$ cat src/rtl/dot_ram_ctrl_if.sv
`default_nettype none
// ============================================================================
// Module   : dot_ram_ctrl_if
// Brief    : ROM/RAM, video, eat and status signals of the dot map controller.
// Revision : 1.0 - initial release
// ============================================================================
interface dot_ram_ctrl_if #(
   parameter int COLS    = 28,
   parameter int SCORE_W = 20
);
   logic                 level_start;
   logic [4:0]           rom_addr;
   logic [2*COLS-1:0]    rom_data;
   logic [4:0]           mem_addr;
   logic                 mem_we;
   logic [2*COLS-1:0]    mem_wdata;
   logic [2*COLS-1:0]    mem_rdata;
   logic                 vid_req;
   logic [4:0]           vid_row;
   logic                 vid_rvalid;
   logic [2*COLS-1:0]    vid_rdata;
   logic                 eat_valid;
   logic [4:0]           eat_row;
   logic [4:0]           eat_col;
   logic                 eat_ready;
   logic [SCORE_W-1:0]   score;
   logic [9:0]           dots_left;
   logic                 level_clear;
   logic                 pellet_eaten;
   logic                 init_busy;

   // Controller side
   modport slave (
      input  level_start, rom_data, mem_rdata, vid_req, vid_row,
             eat_valid, eat_row, eat_col,
      output rom_addr, mem_addr, mem_we, mem_wdata, vid_rvalid, vid_rdata,
             eat_ready, score, dots_left, level_clear, pellet_eaten, init_busy
   );

   // Game / memory side
   modport master (
      output level_start, rom_data, mem_rdata, vid_req, vid_row,
             eat_valid, eat_row, eat_col,
      input  rom_addr, mem_addr, mem_we, mem_wdata, vid_rvalid, vid_rdata,
             eat_ready, score, dots_left, level_clear, pellet_eaten, init_busy
   );
endinterface
`default_nettype wire

$ cat src/rtl/dot_ram_ctrl.sv
`default_nettype none
// ============================================================================
// Module   : dot_ram_ctrl
// Brief    : Maze dot map RAM sequencer: level load, video reads, eat RMW, score.
// Revision : 1.0 - initial release
// ============================================================================
module dot_ram_ctrl #(
   parameter int ROWS         = 31,
   parameter int COLS         = 28,
   parameter int DOT_VALUE    = 10,
   parameter int PELLET_VALUE = 50,
   parameter int SCORE_W      = 20
) (
   input  logic          Clk,
   input  logic          Reset,
   dot_ram_ctrl_if.slave bus
);
   localparam int c_DATA_W = 2*COLS;
   localparam int c_IDX_W  = $clog2(c_DATA_W);

   typedef enum logic [2:0] {
      ST_INIT = 3'd0,
      ST_IDLE = 3'd1,
      ST_RD   = 3'd2,
      ST_MOD  = 3'd3,
      ST_WR   = 3'd4
   } state_t;

   state_t                r_state;
   state_t                w_state_nxt;
   logic [5:0]            r_init_cnt;
   logic [4:0]            r_eat_row;
   logic [4:0]            r_eat_col;
   logic [c_DATA_W-1:0]   r_row_data;
   logic                  r_pellet;
   logic [SCORE_W-1:0]    r_score;
   logic [9:0]            r_dots_left;
   logic                  r_level_clear;
   logic                  r_pellet_eaten;
   logic                  r_vid_rvalid;

   logic [4:0]            w_mem_addr;
   logic                  w_mem_we;
   logic [c_DATA_W-1:0]   w_mem_wdata;
   logic                  w_init_write;
   logic                  w_eat_write;
   logic                  w_accept;
   logic                  w_in_range;
   logic [c_IDX_W-1:0]    w_idx_lo;
   logic [c_IDX_W-1:0]    w_idx_hi;
   logic                  w_cell_pellet;
   logic                  w_cell_dot;
   logic [c_DATA_W-1:0]   w_clr_mask;
   logic [9:0]            w_row_pop;
   logic [SCORE_W-1:0]    w_add;
   logic [SCORE_W:0]      w_sum;
   logic [SCORE_W-1:0]    w_score_nxt;

   // Column 0 sits at the MSB of each half of the row word
   assign w_idx_lo      = c_IDX_W'(COLS-1) - c_IDX_W'(r_eat_col);
   assign w_idx_hi      = w_idx_lo + c_IDX_W'(COLS);
   assign w_cell_pellet = bus.mem_rdata[w_idx_hi];
   assign w_cell_dot    = bus.mem_rdata[w_idx_lo];
   assign w_clr_mask    = ~((c_DATA_W'(1) << w_idx_lo) | (c_DATA_W'(1) << w_idx_hi));
   assign w_in_range    = (int'(bus.eat_row) < ROWS) && (int'(bus.eat_col) < COLS);

   assign w_add       = r_pellet ? SCORE_W'(PELLET_VALUE) : SCORE_W'(DOT_VALUE);
   assign w_sum       = {1'b0, r_score} + {1'b0, w_add};
   assign w_score_nxt = w_sum[SCORE_W] ? '1 : w_sum[SCORE_W-1:0];

   always_comb begin
      w_row_pop = '0;
      for (int i = 0; i < COLS; i++) begin
         w_row_pop = w_row_pop + {9'd0, (bus.rom_data[i] | bus.rom_data[COLS+i])};
      end
   end

   always_comb begin
      w_state_nxt  = r_state;
      w_mem_addr   = '0;
      w_mem_we     = 1'b0;
      w_mem_wdata  = '0;
      w_init_write = 1'b0;
      w_eat_write  = 1'b0;
      w_accept     = 1'b0;
      case (r_state)
         ST_INIT: begin
            // ROM data lags its address by one cycle, so row k lands at count k+1
            if (r_init_cnt != 6'd0) begin
               w_init_write = 1'b1;
               w_mem_we     = 1'b1;
               w_mem_addr   = 5'(r_init_cnt - 6'd1);
               w_mem_wdata  = bus.rom_data;
            end
            if (r_init_cnt == 6'(ROWS)) begin
               w_state_nxt = ST_IDLE;
            end
         end
         ST_IDLE: begin
            if (bus.eat_valid) begin
               w_accept = 1'b1;
               if (w_in_range) begin
                  w_state_nxt = ST_RD;
               end
            end
         end
         ST_RD: begin
            if (!bus.vid_req) begin
               w_mem_addr  = r_eat_row;
               w_state_nxt = ST_MOD;
            end
         end
         ST_MOD: begin
            w_state_nxt = (w_cell_pellet || w_cell_dot) ? ST_WR : ST_IDLE;
         end
         ST_WR: begin
            if (!bus.vid_req) begin
               w_eat_write = 1'b1;
               w_mem_we    = 1'b1;
               w_mem_addr  = r_eat_row;
               w_mem_wdata = r_row_data & w_clr_mask;
               w_state_nxt = ST_IDLE;
            end
         end
         default: w_state_nxt = ST_INIT;
      endcase

      if ((r_state != ST_INIT) && bus.vid_req) begin
         w_mem_addr = bus.vid_row;
      end

      // A new level aborts everything, including a pending eat write
      if (bus.level_start) begin
         w_state_nxt  = ST_INIT;
         w_mem_we     = 1'b0;
         w_init_write = 1'b0;
         w_eat_write  = 1'b0;
      end
   end

   always_ff @(posedge Clk) begin
      if (Reset) begin
         r_state        <= ST_INIT;
         r_init_cnt     <= '0;
         r_eat_row      <= '0;
         r_eat_col      <= '0;
         r_row_data     <= '0;
         r_pellet       <= 1'b0;
         r_score        <= '0;
         r_dots_left    <= '0;
         r_level_clear  <= 1'b0;
         r_pellet_eaten <= 1'b0;
         r_vid_rvalid   <= 1'b0;
      end else begin
         r_state        <= w_state_nxt;
         r_vid_rvalid   <= bus.vid_req && (r_state != ST_INIT);
         r_level_clear  <= 1'b0;
         r_pellet_eaten <= 1'b0;

         if (bus.level_start || (r_state != ST_INIT)) begin
            r_init_cnt <= '0;
         end else begin
            r_init_cnt <= r_init_cnt + 6'd1;
         end

         if (w_accept) begin
            r_eat_row <= bus.eat_row;
            r_eat_col <= bus.eat_col;
         end

         if (r_state == ST_MOD) begin
            r_row_data <= bus.mem_rdata;
            r_pellet   <= w_cell_pellet;
         end

         if (bus.level_start) begin
            r_dots_left <= '0;
         end else if (w_init_write) begin
            r_dots_left <= r_dots_left + w_row_pop;
         end else if (w_eat_write) begin
            r_score        <= w_score_nxt;
            r_pellet_eaten <= r_pellet;
            r_level_clear  <= (r_dots_left == 10'd1);
            if (r_dots_left != 10'd0) begin
               r_dots_left <= r_dots_left - 10'd1;
            end
         end
      end
   end

   assign bus.rom_addr     = r_init_cnt[4:0];
   assign bus.mem_addr     = w_mem_addr;
   assign bus.mem_we       = w_mem_we;
   assign bus.mem_wdata    = w_mem_wdata;
   assign bus.vid_rvalid   = r_vid_rvalid;
   assign bus.vid_rdata    = bus.mem_rdata;
   assign bus.eat_ready    = (r_state == ST_IDLE);
   assign bus.score        = r_score;
   assign bus.dots_left    = r_dots_left;
   assign bus.level_clear  = r_level_clear;
   assign bus.pellet_eaten = r_pellet_eaten;
   assign bus.init_busy    = (r_state == ST_INIT);

endmodule
`default_nettype wire

$ cat src/flat_wrapper.sv
// flat-port wrapper written by rule: the top's interface ports become plain ports
module dot_ram_ctrl_flat 
#(
   parameter int ROWS         = 31,
   parameter int COLS         = 28,
   parameter int DOT_VALUE    = 10,
   parameter int PELLET_VALUE = 50,
   parameter int SCORE_W      = 20
)
  (Clk, Reset, bus_level_start, bus_rom_data, bus_mem_rdata, bus_vid_req, bus_vid_row, bus_eat_valid, bus_eat_row, bus_eat_col, bus_rom_addr, bus_mem_addr, bus_mem_we, bus_mem_wdata, bus_vid_rvalid, bus_vid_rdata, bus_eat_ready, bus_score, bus_dots_left, bus_level_clear, bus_pellet_eaten, bus_init_busy);
  dot_ram_ctrl_if #(.COLS(COLS), .SCORE_W(SCORE_W)) bus_i ();
  input  logic Clk;
  input  logic Reset;
  input wire logic [$bits(bus_i.level_start)-1:0] bus_level_start;
  input wire logic [$bits(bus_i.rom_data)-1:0] bus_rom_data;
  input wire logic [$bits(bus_i.mem_rdata)-1:0] bus_mem_rdata;
  input wire logic [$bits(bus_i.vid_req)-1:0] bus_vid_req;
  input wire logic [$bits(bus_i.vid_row)-1:0] bus_vid_row;
  input wire logic [$bits(bus_i.eat_valid)-1:0] bus_eat_valid;
  input wire logic [$bits(bus_i.eat_row)-1:0] bus_eat_row;
  input wire logic [$bits(bus_i.eat_col)-1:0] bus_eat_col;
  output wire logic [$bits(bus_i.rom_addr)-1:0] bus_rom_addr;
  output wire logic [$bits(bus_i.mem_addr)-1:0] bus_mem_addr;
  output wire logic [$bits(bus_i.mem_we)-1:0] bus_mem_we;
  output wire logic [$bits(bus_i.mem_wdata)-1:0] bus_mem_wdata;
  output wire logic [$bits(bus_i.vid_rvalid)-1:0] bus_vid_rvalid;
  output wire logic [$bits(bus_i.vid_rdata)-1:0] bus_vid_rdata;
  output wire logic [$bits(bus_i.eat_ready)-1:0] bus_eat_ready;
  output wire logic [$bits(bus_i.score)-1:0] bus_score;
  output wire logic [$bits(bus_i.dots_left)-1:0] bus_dots_left;
  output wire logic [$bits(bus_i.level_clear)-1:0] bus_level_clear;
  output wire logic [$bits(bus_i.pellet_eaten)-1:0] bus_pellet_eaten;
  output wire logic [$bits(bus_i.init_busy)-1:0] bus_init_busy;
  assign bus_i.level_start = bus_level_start;
  assign bus_i.rom_data = bus_rom_data;
  assign bus_i.mem_rdata = bus_mem_rdata;
  assign bus_i.vid_req = bus_vid_req;
  assign bus_i.vid_row = bus_vid_row;
  assign bus_i.eat_valid = bus_eat_valid;
  assign bus_i.eat_row = bus_eat_row;
  assign bus_i.eat_col = bus_eat_col;
  assign bus_rom_addr = bus_i.rom_addr;
  assign bus_mem_addr = bus_i.mem_addr;
  assign bus_mem_we = bus_i.mem_we;
  assign bus_mem_wdata = bus_i.mem_wdata;
  assign bus_vid_rvalid = bus_i.vid_rvalid;
  assign bus_vid_rdata = bus_i.vid_rdata;
  assign bus_eat_ready = bus_i.eat_ready;
  assign bus_score = bus_i.score;
  assign bus_dots_left = bus_i.dots_left;
  assign bus_level_clear = bus_i.level_clear;
  assign bus_pellet_eaten = bus_i.pellet_eaten;
  assign bus_init_busy = bus_i.init_busy;
  dot_ram_ctrl #(.ROWS(ROWS), .COLS(COLS), .DOT_VALUE(DOT_VALUE), .PELLET_VALUE(PELLET_VALUE), .SCORE_W(SCORE_W)) u_core (.Clk(Clk), .Reset(Reset), .bus(bus_i));
endmodule
$ cat config.mk
export PLATFORM = sky130hd
export DESIGN_NAME = dot_ram_ctrl_flat
export DESIGN_NICKNAME = d
export VERILOG_FILES = /design/src/rtl/dot_ram_ctrl_if.sv /design/src/rtl/dot_ram_ctrl.sv /design/src/flat_wrapper.sv
export SDC_FILE = /design/constraint.sdc
export NUM_CORES = 1
export LEC_CHECK = 0
export ABC_CLOCK_PERIOD_IN_PS = 6830
export BUFFER_PORTS_ARGS = -buffer_cell sky130_fd_sc_hd__buf_2
export CORE_MARGIN = 5
export CORE_UTILIZATION = 30
export CTS_CLUSTER_DIAMETER = 50
export CTS_CLUSTER_SIZE = 10
export DETAILED_ROUTE_END_ITERATION = 8
export GPL_TIMING_DRIVEN = 0
export PLACE_DENSITY = 0.52
export SLEW_MARGIN = 15
export SYNTH_ARGS = -nofsm -noshare
export SYNTH_HDL_FRONTEND = slang
export SYNTH_SLANG_ARGS = --single-unit
$ cat constraint.sdc
create_clock -name Clk -period 6.83 [get_ports Clk]
set_clock_uncertainty 0.15 [all_clocks]
set_input_delay 0.683 -clock Clk [delete_from_list [all_inputs] [get_ports Clk]]
set_output_delay 0.683 -clock Clk [all_outputs]
set_load 0.01 [all_outputs]
==> results of run 1 <==
==> cell usage in the layout (no fill, tap or decap), types with 21 or more instances in the layout <==
cell type,instances
a21oi_1,96
fa_1,21
clkbuf_1,50
inv_1,39
nand2_1,228
o211ai_1,52
dfxtp_1,109
buf_4,61
nor2_1,114
buf_2,298
ha_1,37
o21ai_0,68
==> critical path: cells and delay by family <==
kind                     cells  cell delay [ns]
AO/OA/AOI/OAI                6             1.68
adder cells (fa/ha/maj)      8             3.78
buffers and inverters        3             0.23
AND/OR/NAND/NOR              1             0.29
==> registers in the layout, indices dropped and copies added, names as in the netlist <==
name,flops
u_core.bus.vid_rvalid,1
u_core.bus.dots_left,10
u_core.r_pellet,1
u_core.bus.pellet_eaten,1
u_core.r_init_cnt,6
u_core.bus.score,20
u_core.r_eat_col,5
u_core.r_eat_row,5
u_core.r_state,3
u_core.r_row_data,56
u_core.bus.level_clear,1
==> path summary, 6_finish.rpt <==
path | start | endpoint | slack [ns] | cells past startpoint
max reg2reg | u_core.bus.dots_left[0] | u_core.bus.dots_left[9] | 0.91 | 17
min | u_core.bus.score[0] | u_core.bus.score[0] | 0.31 | 2
max | bus_rom_data[1] | u_core.bus.dots_left[9] | 0.27 | 18
min reg2reg | u_core.bus.score[0] | u_core.bus.score[0] | 0.31 | 2
==> per-stage QoR <==
step / TNS, ns / total power (uW) / instances / hold slack, ns / worst slack, ns
after floorplan: 0 / 1270 / 1115 / 0.283 / 0.319
after global placement: -0.242 / 1540 / 1775 / 0.288 / -0.219
after detailed placement: -0.302 / 1530 / 1775 / 0.295 / -0.247
after CTS: 0 / 2090 / 1791 / 0.313 / 0.153
after global routing: 0 / 2230 / 1791 / 0.337 / 0.0482
final: 0 / 2070 / 1791 / 0.309 / 0.274
==> power by group through the flow <==
stage	Sequential (uW)	Clock, uW	Combinational (uW)
6_report	644	554	873
5_1_grt	645	590	993
4_1_cts	644	570	880
3_5_place_dp	659	0	875
3_3_place_gp	659	0	881
2_1_floorplan	658	0	609
==> metal layers <==
metal	vias up	part of all wire
met1	4359	0.47
met5	-	0
li1	4407	-
met4	0	0.022
met3	43	0.065
met2	357	0.44
==> area by class of cell <==
cell class | count | area [um2]
Sequential cell | 109 | 2180
Buffer | 128 | 744
Multi-Input combinational cell | 839 | 5220
Clock inverter | 7 | 87.6
Inverter | 39 | 146
Fill cell | 2965 | 16600
Clock buffer | 9 | 225
Tap cell | 372 | 465
Timing Repair Buffer | 288 | 1440
==> cell families (layout without fill, tap and decap cells) <==
family                     Yosys count  after routing  synth area share
and+or+nand+nor                    435            435             0.226
AOI/OAI and AO/OA                  295            295             0.224
buffers and inverters              167            471             0.108
DFF                                109            109             0.263
adders and majority gates           58             58             0.107
muxes                               28             28            0.0485
xor gates and xnor gates            23             23            0.0243
==> impl_results.md, run 1 <==
* GRT Resource Usage Total at 0.219
* Placer's final routability congestion estimate at 0.945
* Global-route congestion overflow total at 0
* Part of the power in registers at 0.311
* Synth top area share at 0.263
* Area of the core region at 0.0271 mm2
* Synth Register Bits at 109
* Total of cells resized after clock tree synthesis at 0
* Post-CTS repair timing setup buffer count at 0
* Endpoint class of the critical path: register
* Cell seen most often among critical-path stages: fa_1
* Vias after detailed routing at 9166
* Maximum single-stage delay on the critical path at 0.59 ns
* WL final at 35600 um
* Post-detailed-route count of antenna-violating nets at 0
* Unrepaired setup endpoints after global routing: false
* Fraction of final layout cells with drive strength greater than 1 at 0.292
* HPWL after detailed placement at 29800 um
* Number of port buffers at 288
* Category of the most critical setup path: in -> reg
* Min cycle time layout at 6.56 ns
* Number of enable flip-flop cells after synthesis at 0
* Number of DRC violations after detailed routing at 0
* Clock transition at the register clock pins on the worst setup and hold paths after CTS at 0.09 ns
* Die outline width at 176 um
* Switching Share at 0.373
* Worst endpoint data arrival time at 6.67 ns
* Global routing usage on met3 at 0.0306
* Pin count of the biggest net entering global routing at 23
* Static leakage power at 0.00455 uW
* Clock share of power at 0.268
* Final period util at 0.960
* NetSw at 773 uW
* Synth cell count leaders: 228 x nand2_1, 114 x nor2_1, 109 x dfxtp_1, 96 x a21oi_1, 68 x o21ai_0
* Clock Sinks at 109
* VDD IR-drop max at 0.200 mV
* Summed instance area of the synthesized netlist at 0.00829 mm2
* CTS Buffer Depth at 2
* Initial DRT Pass Iterations at 5
* Initial antenna violation count at 0
* H-tree level count at 3
* Cell internal pwr at 1300 uW
* Height of the chip at 176 um
* Number of warnings printed during yosys synthesis at 0
* Portion of total power attributed to combinational logic at 0.421
* Met2 Usage GRT at 0.344
* Root cell of the clock tree: clkbuf_16
* DR WL/cell at 19.9 um
* Growth of design area from synthesis to finish at 26.8%
* Synth area leaders: dfxtp_1 26%, nand2_1 10%, a21oi_1 5.8%
* Library cell with the highest instance count after synthesis: nand2_1
* Number of hold buffers added after CTS at 0
* Max Transition Viols Final at 0
* Async set or reset register ratio after synthesis at 0
* Starting Density at 0.306
* Post-DR vias/cell at 5.12
* Nature of the critical path startpoint: input port
* Number of DRC markers in iteration 0 at 691
* # diodes at 0
* Synth Area per Inst at 7.43 um2
* Critical path cell sequence: buf_2 -> or2_2 -> ha_1 -> fa_1 -> fa_1 -> fa_1 -> fa_1 -> fa_1 -> inv_1 -> fa_1 -> inv_1 -> ha_1 -> a21o_1 -> a21o_1 -> a2111oi_1 -> o21ai_0 -> a41o_1 -> a311o_1
* Final Hold Violating Endpoints at 0
* HP Class: reg -> reg
* Global routing usage on met1 at 0.316
* Worst slew slack as a fraction of its limit at 0.479
* Actual slew at the worst max-slew pin at 0.782 ns
* Synth unique cells at 69
* Final standard cell utilization of the core at 0.388
* Critical path peak fanout at 3
* Number of placement rows at 60
* Clock tree from TritonCTS: built
* Top-level port count at 290
* Post-Syn Nets at 1305
* Cts bufs inserted at 9
* Number of global-route vias before repair at 8693
* MaxCap Viol Count at 0
* DIE AREA at 0.0310 mm2
* Post-synth top area cell: dfxtp_1
* Cell count after synthesis at 1115
* Maximum frequency from static timing analysis at 153 MHz
* Post-layout net count at 1604
* Outcome: finished, final reports clean
* First-pass GRT wire length at 52400 um
* Most Used Layer, Global Route: met2
* Slowest cell on the critical path: fa_1
* Commonest register cell after synthesis: dfxtp_1
* Clk_lat worst skew at 0.37 ns
* Post-place instance area at 0.0102 mm2
* Share of synthesized area occupied by flip-flops and latches at 0.263
* Final Cell Area at 0.0105 mm2
* Total power density per cell area at 197 mW/mm2
* CP required at 6.95 ns
* Number of setup violations in the final report at 0
No activity file was read; power rests on OpenSTA's default activity.
==> run 2, diff against run 1 <==
- CORE_UTILIZATION: 30 -> 45
- PLACE_DENSITY: 0.52 -> 0.73
==> impl_results.md, run 2 (synthesis gave the netlist of run 1 again) <==
* Post-layout net count at 1604
* Outcome: finished, final reports clean
* Endpoint class of the critical path: register
* Number of setup violations in the final report at 0
* Number of port buffers at 288
* Pin count of the biggest net entering global routing at 22
* First-pass GRT wire length at 49600 um
* Total power density per cell area at 205 mW/mm2
* Height of the chip at 146 um
* Static leakage power at 0.00457 uW
* H-tree level count at 3
* Final Cell Area at 0.0103 mm2
* Max Transition Viols Final at 0
* Clock transition at the register clock pins on the worst setup and hold paths after CTS at 0.08 ns
* Global-route congestion overflow total at 0
* Number of global-route vias before repair at 8820
* Critical path cell sequence: buf_2 -> or2_2 -> ha_1 -> fa_1 -> fa_1 -> fa_1 -> fa_1 -> fa_1 -> inv_1 -> fa_1 -> inv_1 -> ha_1 -> a21o_1 -> a21o_1 -> a2111oi_2 -> o21ai_0 -> a41o_1 -> a311o_1
* Critical path peak fanout at 3
* DR WL/cell at 19.9 um
* Initial DRT Pass Iterations at 6
* Clock tree from TritonCTS: built
* Clock Sinks at 109
* Root cell of the clock tree: clkbuf_16
* Top-level port count at 290
* GRT Resource Usage Total at 0.293
* Maximum single-stage delay on the critical path at 0.59 ns
* Post-detailed-route count of antenna-violating nets at 0
* VDD IR-drop max at 0.258 mV
* WL final at 32800 um
* Reg-to-reg endpoint: u_core.bus.dots_left[9]
* Placer's final routability congestion estimate at 0.991
* Cts bufs inserted at 9
* Worst Reg-to-Reg Cells at 17
* Vias after detailed routing at 9373
* Min cycle time layout at 6.51 ns
* Maximum frequency from static timing analysis at 154 MHz
* Highest-count cells in the layout ignoring fill and taps: 298 x buf_2, 228 x nand2_1, 114 x nor2_1
* Final period util at 0.953
* Number of hold buffers added after CTS at 0
* Post-place instance area at 0.0100 mm2
* Worst slew slack as a fraction of its limit at 0.515
* Largest register FFs at 56
* Post-DR vias/cell at 5.68
* Non-filler instance count after layout at 1649
* Number of DRC markers in iteration 0 at 817
* Destination of the worst hold path: u_core.bus.score[0]
* Die outline width at 146 um
* CP required at 6.93 ns
* HP Class: reg -> reg
* R2r startpoint: u_core.bus.dots_left[0]
* DIE AREA at 0.0212 mm2
* Multi-input gate area at 0.00522 mm2
* Most frequent standard cell in the layout excluding fill and tap cells: buf_2
* Number of placement rows at 49
* Worst R2R Setup Slack at 0.97 ns
* Sequential Area at 0.00218 mm2
* Fraction of final layout cells with drive strength greater than 1 at 0.292
* Unrepaired setup endpoints after global routing: false
* Post-CTS repair timing setup buffer count at 0
* Number of DRC violations after detailed routing at 0
* Final-layout fill cell count at 1786
* Register bank with the most flops: u_core.r_row_data
* Launch instance of the worst min-delay path: u_core.bus.score[0]
* Worst endpoint data arrival time at 6.61 ns
* Area of the core region at 0.0180 mm2
* Actual slew at the worst max-slew pin at 0.727 ns
* Placed Cells incl. Taps at 1632
* Cell seen most often among critical-path stages: fa_1
* CTS Buffer Depth at 2
* Clk_lat worst skew at 0.36 ns
* Starting Density at 0.460
* Nature of the critical path startpoint: input port
* Initial antenna violation count at 2
* HPWL after detailed placement at 26900 um
* Final TNS setup at 0 ns
* MaxCap Viol Count at 0
* Growth of design area from synthesis to finish at 24.9%
* Buf/Inv on CP at 3
* Slowest cell on the critical path: fa_1
* Final Hold Violating Endpoints at 0
* Cell depth of the worst hold path at 2
* Category of the most critical setup path: in -> reg
* Kind of cell with the highest combined delay on the critical path: adder cells
-- run 2: cell count changes in the layout (fill, tap and decap cells not counted) --
cell,change
a2111oi_2,+1
inv_8,-1
bufinv_16,+1
diode_2,+1
a2111oi_1,-1
clkinv_8,-1
clkinvlp_4,-1
inv_6,+2
-- run 2: timing repair --
item	CTS	global route
endpoints found under the setup margin	0	2
resized for setup	0	2
hold endpoints to repair	0	0
-- run 2: through the flow --
| stage | setup slack, ns | utilization | total power (uW) | hold slack, ns |
|---|---|---|---|---|
| 4_1_cts | 0.113 | 0.574 | 2090 | 0.308 |
| 6_report | 0.320 | 0.574 | 2120 | 0.307 |
| 3_3_place_gp | -0.228 | 0.556 | 1510 | 0.283 |
| 3_5_place_dp | -0.262 | 0.556 | 1520 | 0.291 |
| 2_1_floorplan | 0.319 | - | 1270 | 0.283 |
| 5_1_grt | 0.0807 | 0.574 | 2270 | 0.335 |
-- run 2: worst min-delay path, delay by kind of cell (launching register included) --
kind	cells	cell delay [ns]
AO/OA/AOI/OAI	1	0.05
buffers and inverters	1	0.05
flip-flops	1	0.31
-- run 2: power by group --
part	switching [uW]	total [uW]	internal [uW]
combinational	496	905	409
sequential	5.79	644	638
clock	274	572	298
-- run 2: metal layers --
metal | global-route usage | vias up | part of all wire
met5 | 0 | - | 0.00033
met1 | 0.403 | 4362 | 0.42
met4 | 0.0816 | 2 | 0.026
met2 | 0.467 | 525 | 0.45
met3 | 0.0629 | 67 | 0.10
li1 | - | 4417 | -
-- run 2: area by class of cell --
class | count | share of cell area
Multi-Input combinational cell | 839 | 0.504
Sequential cell | 109 | 0.211
Timing Repair Buffer | 288 | 0.139
Buffer | 128 | 0.0719
Tap cell | 229 | 0.0277
Clock buffer | 9 | 0.0218
Inverter | 39 | 0.0141
Clock inverter | 7 | 0.00967
Antenna cell | 1 | 0.000242
-- run 2: worst max-delay path by stage --
| stage | depth (start not counted) | slack [ns] | start | end |
|---|---|---|---|---|
| after floorplan | 17 | 0.32 | bus_rom_data[1] | u_core.bus.dots_left[9] |
| after global placement | 18 | -0.23 | bus_rom_data[1] | u_core.bus.dots_left[9] |
| after detailed placement | 18 | -0.26 | bus_rom_data[1] | u_core.bus.dots_left[9] |
| after CTS | 18 | 0.11 | bus_rom_data[1] | u_core.bus.dots_left[9] |
| after global routing | 18 | 0.08 | bus_rom_data[1] | u_core.bus.dots_left[9] |
| final | 18 | 0.32 | bus_rom_data[1] | u_core.bus.dots_left[9] |
